$ cat src/rtl/ped_req_cond.sv
// Pedestrian request conditioner: synchronises and debounces the raw push
// button, emits a one-cycle press pulse, and latches a pending request for
// the crosswalk FSM until walk service begins.
module ped_req_cond #(
  parameter int unsigned DB_CYCLES = 4,
  parameter int unsigned DB_W      = 16
) (
  input  logic       clk,
  input  logic       reset,
  input  logic       btn_raw,
  input  logic       walk,
  output logic       req,
  output logic       btn_db,
  output logic       btn_pulse,
  output logic [3:0] req_cnt,
  output logic [1:0] st
);

  localparam logic [DB_W-1:0] DB_LAST = DB_W'(DB_CYCLES - 1);

  typedef enum logic [1:0] {
    IDLE  = 2'b00,
    PEND  = 2'b01,
    SERVE = 2'b10
  } state_t;

  logic            r_q1;
  logic            r_sync;
  logic [DB_W-1:0] r_db_cnt;
  logic            r_btn_db;
  logic            r_btn_pulse;
  logic [3:0]      r_req_cnt;
  state_t          r_state;
  state_t          w_state_nxt;
  logic            w_cnt_clr;
  logic            w_cnt_inc;
  logic            w_db_flip;

  // A debounced change is accepted once the disagreement has lasted DB_CYCLES edges.
  assign w_db_flip = (r_sync != r_btn_db) && (r_db_cnt == DB_LAST);

  // Two-flop synchroniser for the asynchronous button; nothing sits between the flops.
  always_ff @(posedge clk) begin
    if (!reset) begin
      r_q1   <= 1'b0;
      r_sync <= 1'b0;
    end else begin
      r_q1   <= btn_raw;
      r_sync <= r_q1;
    end
  end

  // Debounce counter and debounced level; any agreement restarts the count.
  always_ff @(posedge clk) begin
    if (!reset) begin
      r_db_cnt <= '0;
      r_btn_db <= 1'b0;
    end else if (r_sync == r_btn_db) begin
      r_db_cnt <= '0;
    end else if (w_db_flip) begin
      r_db_cnt <= '0;
      r_btn_db <= r_sync;
    end else begin
      r_db_cnt <= r_db_cnt + 1'b1;
    end
  end

  // Press pulse fires with the rising debounced edge only, and lasts one cycle.
  always_ff @(posedge clk) begin
    if (!reset) begin
      r_btn_pulse <= 1'b0;
    end else begin
      r_btn_pulse <= w_db_flip && r_sync;
    end
  end

  // Request FSM state register.
  always_ff @(posedge clk) begin
    if (!reset) begin
      r_state <= IDLE;
    end else begin
      r_state <= w_state_nxt;
    end
  end

  // Next-state and press-count control; walk wins over a simultaneous press.
  always_comb begin
    w_state_nxt = IDLE;
    w_cnt_clr   = 1'b0;
    w_cnt_inc   = 1'b0;
    case (r_state)
      IDLE: begin
        if (walk) begin
          w_state_nxt = SERVE;
          w_cnt_clr   = 1'b1;
        end else if (r_btn_pulse) begin
          w_state_nxt = PEND;
          w_cnt_inc   = 1'b1;
        end else begin
          w_state_nxt = IDLE;
        end
      end
      PEND: begin
        if (walk) begin
          w_state_nxt = SERVE;
          w_cnt_clr   = 1'b1;
        end else begin
          w_state_nxt = PEND;
          w_cnt_inc   = r_btn_pulse;
        end
      end
      SERVE: begin
        w_state_nxt = walk ? SERVE : IDLE;
      end
      default: begin
        w_state_nxt = IDLE;
      end
    endcase
  end

  // Saturating count of presses accumulated while a request is pending.
  always_ff @(posedge clk) begin
    if (!reset) begin
      r_req_cnt <= 4'd0;
    end else if (w_cnt_clr) begin
      r_req_cnt <= 4'd0;
    end else if (w_cnt_inc && (r_req_cnt != 4'hF)) begin
      r_req_cnt <= r_req_cnt + 4'd1;
    end
  end

  assign req       = (r_state == PEND);
  assign btn_db    = r_btn_db;
  assign btn_pulse = r_btn_pulse;
  assign req_cnt   = r_req_cnt;
  assign st        = r_state;

endmodule

$ cat config.mk
export PLATFORM = sky130hd
export DESIGN_NAME = ped_req_cond
export DESIGN_NICKNAME = d
export VERILOG_FILES = /design/src/rtl/ped_req_cond.sv
export SDC_FILE = /design/constraint.sdc
export NUM_CORES = 1
export LEC_CHECK = 0
export ABC_CLOCK_PERIOD_IN_PS = 3360
export BUFFER_PORTS_ARGS = -buffer_cell sky130_fd_sc_hd__buf_2
export CAP_MARGIN = 10
export CORE_ASPECT_RATIO = 1.2
export CORE_MARGIN = 3
export CORE_UTILIZATION = 60
export CTS_BUF_LIST = sky130_fd_sc_hd__clkbuf_4
export CTS_CLUSTER_SIZE = 16
export DETAILED_ROUTE_END_ITERATION = 7
export GPL_ROUTABILITY_DRIVEN = 0
export MAX_ROUTING_LAYER = met4
export PLACE_DENSITY = 0.82
export SLEW_MARGIN = 20
export SYNTH_ARGS = -nofsm -noshare
export SYNTH_HDL_FRONTEND = slang
export SYNTH_SLANG_ARGS = --single-unit
$ cat constraint.sdc
create_clock -name clk -period 3.36 [get_ports clk]
set_clock_uncertainty 0.1 [all_clocks]
set_input_delay 0.336 -clock clk [delete_from_list [all_inputs] [get_ports clk]]
set_output_delay 0.336 -clock clk [all_outputs]
set_load 0.02 [all_outputs]
* After elaboration in Yosys (flattened, before gate mapping)
Cells that the tools add are included. W data, S select, Z words.
Word-level totals: memories 0, register bits 26, input bits 4, bits in latches 0, memory bits (read-only) 0, RAM bits 0, logic and storage cells 36, output and inout bits 9
Cells by class: add/subtract/negate cells 2, reduce and logical (&&, ||, !) cells 8, shift operators 0, div/mod/pow operators 0, order comparisons 0, bitwise operators 2, equal/unequal tests 6, mux-type cells 11, multiply operators 0
Operators with widths (number):
- $add A16 B1 Y16 const B | 1
- $eq A16 B2 Y1 const B | 1
- $mux W1 | 6
- $mux W2 | 3
- $pmux W2 S3 | 1
- $add A4 B1 Y4 const B | 1
- $ne A4 B4 Y1 const B | 1
- $reduce_or A2 Y1 | 2
- $logic_and A1 B1 Y1 | 3
- $reduce_or A3 Y1 | 1
- $eq A2 B1 Y1 const B | 1
- $eq A2 B2 Y1 const B | 1
- $logic_not A2 Y1 | 1
- $not A1 Y1 | 2
- $pmux W1 S2 | 1
- $reduce_and A2 Y1 | 1
- $eq A1 B1 Y1 | 1
- $ne A1 B1 Y1 | 1

* Longest topological paths before layout
depth after elaboration 4, depth in mapped cells 6, mapped depth without buffers 5

* Least setup slack after synthesis
Ideal clock, no wire load.
path kind register to register, start point reg r_db_cnt[0], end point reg r_db_cnt[15], data required time 3145 ps, data arrival time 1329 ps, stages on the path, launching flop included 7, path slack 1816 ps, period minus slack after synthesis 1544 ps, cells stage by stage dfxtp_1 ha_1 nor4b_1 nand4_1 nand3_2 buf_6 nor2_1
Between the ends: longest elaborated chain between the ends 3, elaborated cells between the ends (all ways) 4, those cells by class add/sub (1); eq/ne (1); reduce/logical (2)
Ends and longest elaborated chain:
- start, declared | line 29 | logic [DB_W-1:0] r_db_cnt;
- start signal, assigned | line 64 | r_db_cnt <= r_db_cnt + 1'b1;
- parallel branches: the longest is 3 deep, another holds $add A16 B1 Y16
Several ways; the timed one is not identified. A chain may end at the register's enable or synchronous reset.

* Final worst setup path
start point reg r_db_cnt[0], end point reg r_db_cnt[12]
Same word-level chain as after synthesis.

==> summary.txt <==
Logic synthesis
  • Cell variety after synth: 24
  • Syn Nets: 126
  • Mean Syn Cell Area: between 9 and 10 µm²
  • Synth async-reset ratio: 0
  • Top cell type's share of synthesized area: 0.4622
  • Register area share after synthesis: 0.4622
  • Largest area contributor in the netlist: dfxtp_1
  • Cell area after synthesis: 1126 µm²
  • Post-Syn Instances: 120
  • Post-synth EDFFs: 0
  • Synthesis Warnings: 0
  • Area contributors post-synth: dfxtp_1 (46%), xnor2_1 (10%), nor2_1 (7.7%), nor4_2 (4.4%), xor2_1 (3.9%)
  • Ys flop type: dfxtp_1
  • Synth Register Bits: 26

Clock network
  • Worst skew pair latency: 0.31 ns
  • Clock-pin slew on the worst setup and hold paths: 0.13 ns
  • CTS Buf Count: 3
  • Clock root buffer: clkbuf_4
  • Post-CTS Resized: 0
  • H-tree depth: 1
  • Deepest clock path buffer count: 2
  • CTS Hold Bufs: 0
  • Number of clock sinks: 26
  • TritonCTS clock tree: yes
  • Post-CTS Setup Repair Bufs: 0

Critical path
  • Worst setup path class: reg -> reg
  • CP max FO: 16
  • Worst Setup Start Kind: flop
  • Crit path arrival time: 1.89 ns
  • Worst endpoint required time: 3.47 ns
  • Slowest stage delay, CP: 0.41 ns
  • CP endpoint kind: flop
  • Critical-path cell list: ha_1, nor4b_1, nand4_1, nand3_2, nor2_1
  • Crit path max-delay family: simple AND/OR/NAND/NOR gates
  • Slowest CP cell: dfxtp_1
  • Sum of buffers and inverters on the critical path: 0

GRT
  • Met1 usage: 0.2215
  • Vias in the first global route: roughly 800
  • Antenna violations before repair: 0
  • Global-route met3 utilization: 0.03061
  • First-pass GRT wire length: 3456 µm
  • Grt peak-use layer: met2
  • Met2 Use GR: 0.3535
  • Pin count of the biggest net entering global routing: 17
  • GRT Residual Overflow: 0
  • Total Routing Usage GR: 0.1983

Final layout
  • Layout cells sized above 1: 0.1704
  • Fin cells: 153
  • # diodes: 0
  • Post-route core utilization: 0.7191
  • Layout fillers: 146
  • Final net count: 142
  • Area grow syn2layout: 8.666%

Floorplan
  • Rows: 16
  • Die width: 45.55 µm
  • Core area: 1702 µm²
  • Die footprint: 2435 µm²
  • Initial Util: 0.6618
  • Die Y: 53.46 µm
  • IO Pins: 13

Power
  • Worst vdd ir: 313.0 µV
  • Total design power: 0.4542 mW
  • Internal: 0.3576 mW
  • Power density cells: 371.2 nW/µm²
  • Sw Ratio: 0.2128
  • Leak: 0.4354 nW
  • Switch Pwr: 0.09667 mW
  • Clock share of power: 0.290
  • Register share of total power: 0.688
  • Comb power frac: 0.022

Routing
  • Residual DRC: 0
  • First-pass detailed-route iteration total: 4
  • Routed wire length: 1967 µm
  • DR WL/cell: around 13 µm
  • Routed Antenna Nets: 0
  • Via count: 848
  • Vias per std cell: 5.542
  • Iter 0 DRT Violations: 6

Job
  • Max cap viols: 0

STA
  • Worst-margin pin slew: between 0.5 and 0.6 ns
  • Final setup viols: 0
  • Final Cycle Share: 0.5310
  • Fmax: between 0.5 and 0.6 GHz
  • Final Hold Vio Count: 0
  • Unrepaired setup endpoints after global routing: false
  • Tmin final: about 1.8 ns
  • Max-slew headroom: 0.6371
  • Setup TNS: 0 ns
  • Max Slew Vio Count: 0

Status
  • Status: finished clean

Placement
  • HPWL Detailed: 1449 µm
  • # placed instances: 149
  • Count of input and output buffers: 12

Worst hold path
  • Hold WC Path Type: in -> reg
==> worst register-to-register path: stages, from the launching register on <==
cell and delay [ns]:
dfxtp_1 0.41, ha_1 0.22, nor4b_1 0.29, nand4_1 0.23
nand3_2 0.32, nor2_1 0.10
==> cells by family after synthesis <==
kind of cell	count (synthesis)	synth area share
DFF	26	0.4622
xor gates and xnor gates	18	0.1400
and+or+nand+nor	64	0.3267
buffers and inverters	6	0.02667
muxes	1	0.008889
AOI/OAI and AO/OA	3	0.01333
adders and majority gates	2	0.02222
==> metrics by stage <==
| step | instance area (µm²) | hold slack [ns] | worst slack, ns |
|---|---|---|---|
| finish | 1224 | 0.1229 | 1.576 |
| global route | 1224 | 0.1138 | 1.464 |
| CTS | 1224 | 0.1164 | 1.573 |
| detailed placement | 1197 | 0.3324 | 1.589 |
| global placement | 1197 | 0.3218 | 1.702 |
| floorplan | 1126 | 0.3118 | 1.816 |
==> final cells by class <==
type,count,area (µm²),area share
Multi-Input combinational cell,88,575.6,0.4703
Sequential cell,26,520.5,0.4254
Timing Repair Buffer,12,60.06,0.04908
Clock buffer,3,22.52,0.01840
Tap cell,18,22.52,0.01840
Inverter,5,18.77,0.01534
Clock inverter,1,3.754,0.003067
==> synth_stat cells, types with 2 or more instances <==
cell,number
dfxtp_1,26
nor3_1,6
ha_1,2
a21oi_1,2
nor2_1,23
xnor2_1,13
and2_1,2
nor4_1,2
nand3_2,2
nor2b_1,2
nor4_2,4
nand2_1,7
inv_1,5
nand3_1,8
nor4b_1,2
nand4_1,2
xor2_1,5
==> layout by cell type (no fill, tap or decap) <==
cell type  synthesis  routed
a21oi_1            2       2
and2_1             2       2
and3_1             1       1
buf_2              0      12
clkbuf_4           0       3
clkinv_1           0       1
dfxtp_1           26      26
ha_1               2       2
inv_1              5       5
mux2i_1            1       1
nand2_1            7       7
nand3_1            8       8
nand3_2            2       2
nand4_1            2       2
nand4_2            1       1
nand4_4            1       1
nor2_1            23      23
nor2b_1            2       2
nor3_1             6       6
nor3b_1            1       1
nor4_1             2       2
nor4_2             4       4
nor4b_1            2       2
o21ai_0            1       1
xnor2_1           13      13
xor2_1             5       5
==> power groups by stage <==
stage / Clock, mW / Combinational, mW / Sequential [mW]
floorplan: 0 / 0.00526 / 0.320
global placement: 0 / 0.00982 / 0.319
detailed placement: 0 / 0.0103 / 0.319
CTS: 0.137 / 0.0104 / 0.312
global route: 0.145 / 0.0115 / 0.313
finish: 0.132 / 0.0102 / 0.312
==> layer usage <==
metal / routed length [µm] / vias up
met1: 853 / 392
met3: 76 / 2
li1: - / 435
met4: 13 / 0
met2: 1024 / 19
met5: 0 / -
==> sequential cells by signal, indices dropped and copies added, names as in the netlist <==
| register | cells |
|---|---|
| r_q1 | 1 |
| btn_db | 1 |
| req_cnt | 4 |
| r_db_cnt | 16 |
| r_sync | 1 |
| btn_pulse | 1 |
| st | 2 |
==> final timing paths <==
path / start / endpoint / slack (ns) / cells after the start
worst max-delay path: r_db_cnt[0] / r_db_cnt[12] / 1.58 / 5
worst min-delay path: btn_raw / r_q1 / 0.12 / 2
worst max register to register: r_db_cnt[0] / r_db_cnt[12] / 1.58 / 5
worst min register to register: r_q1 / r_sync / 0.36 / 1
Power figures use the tool's default switching activity.
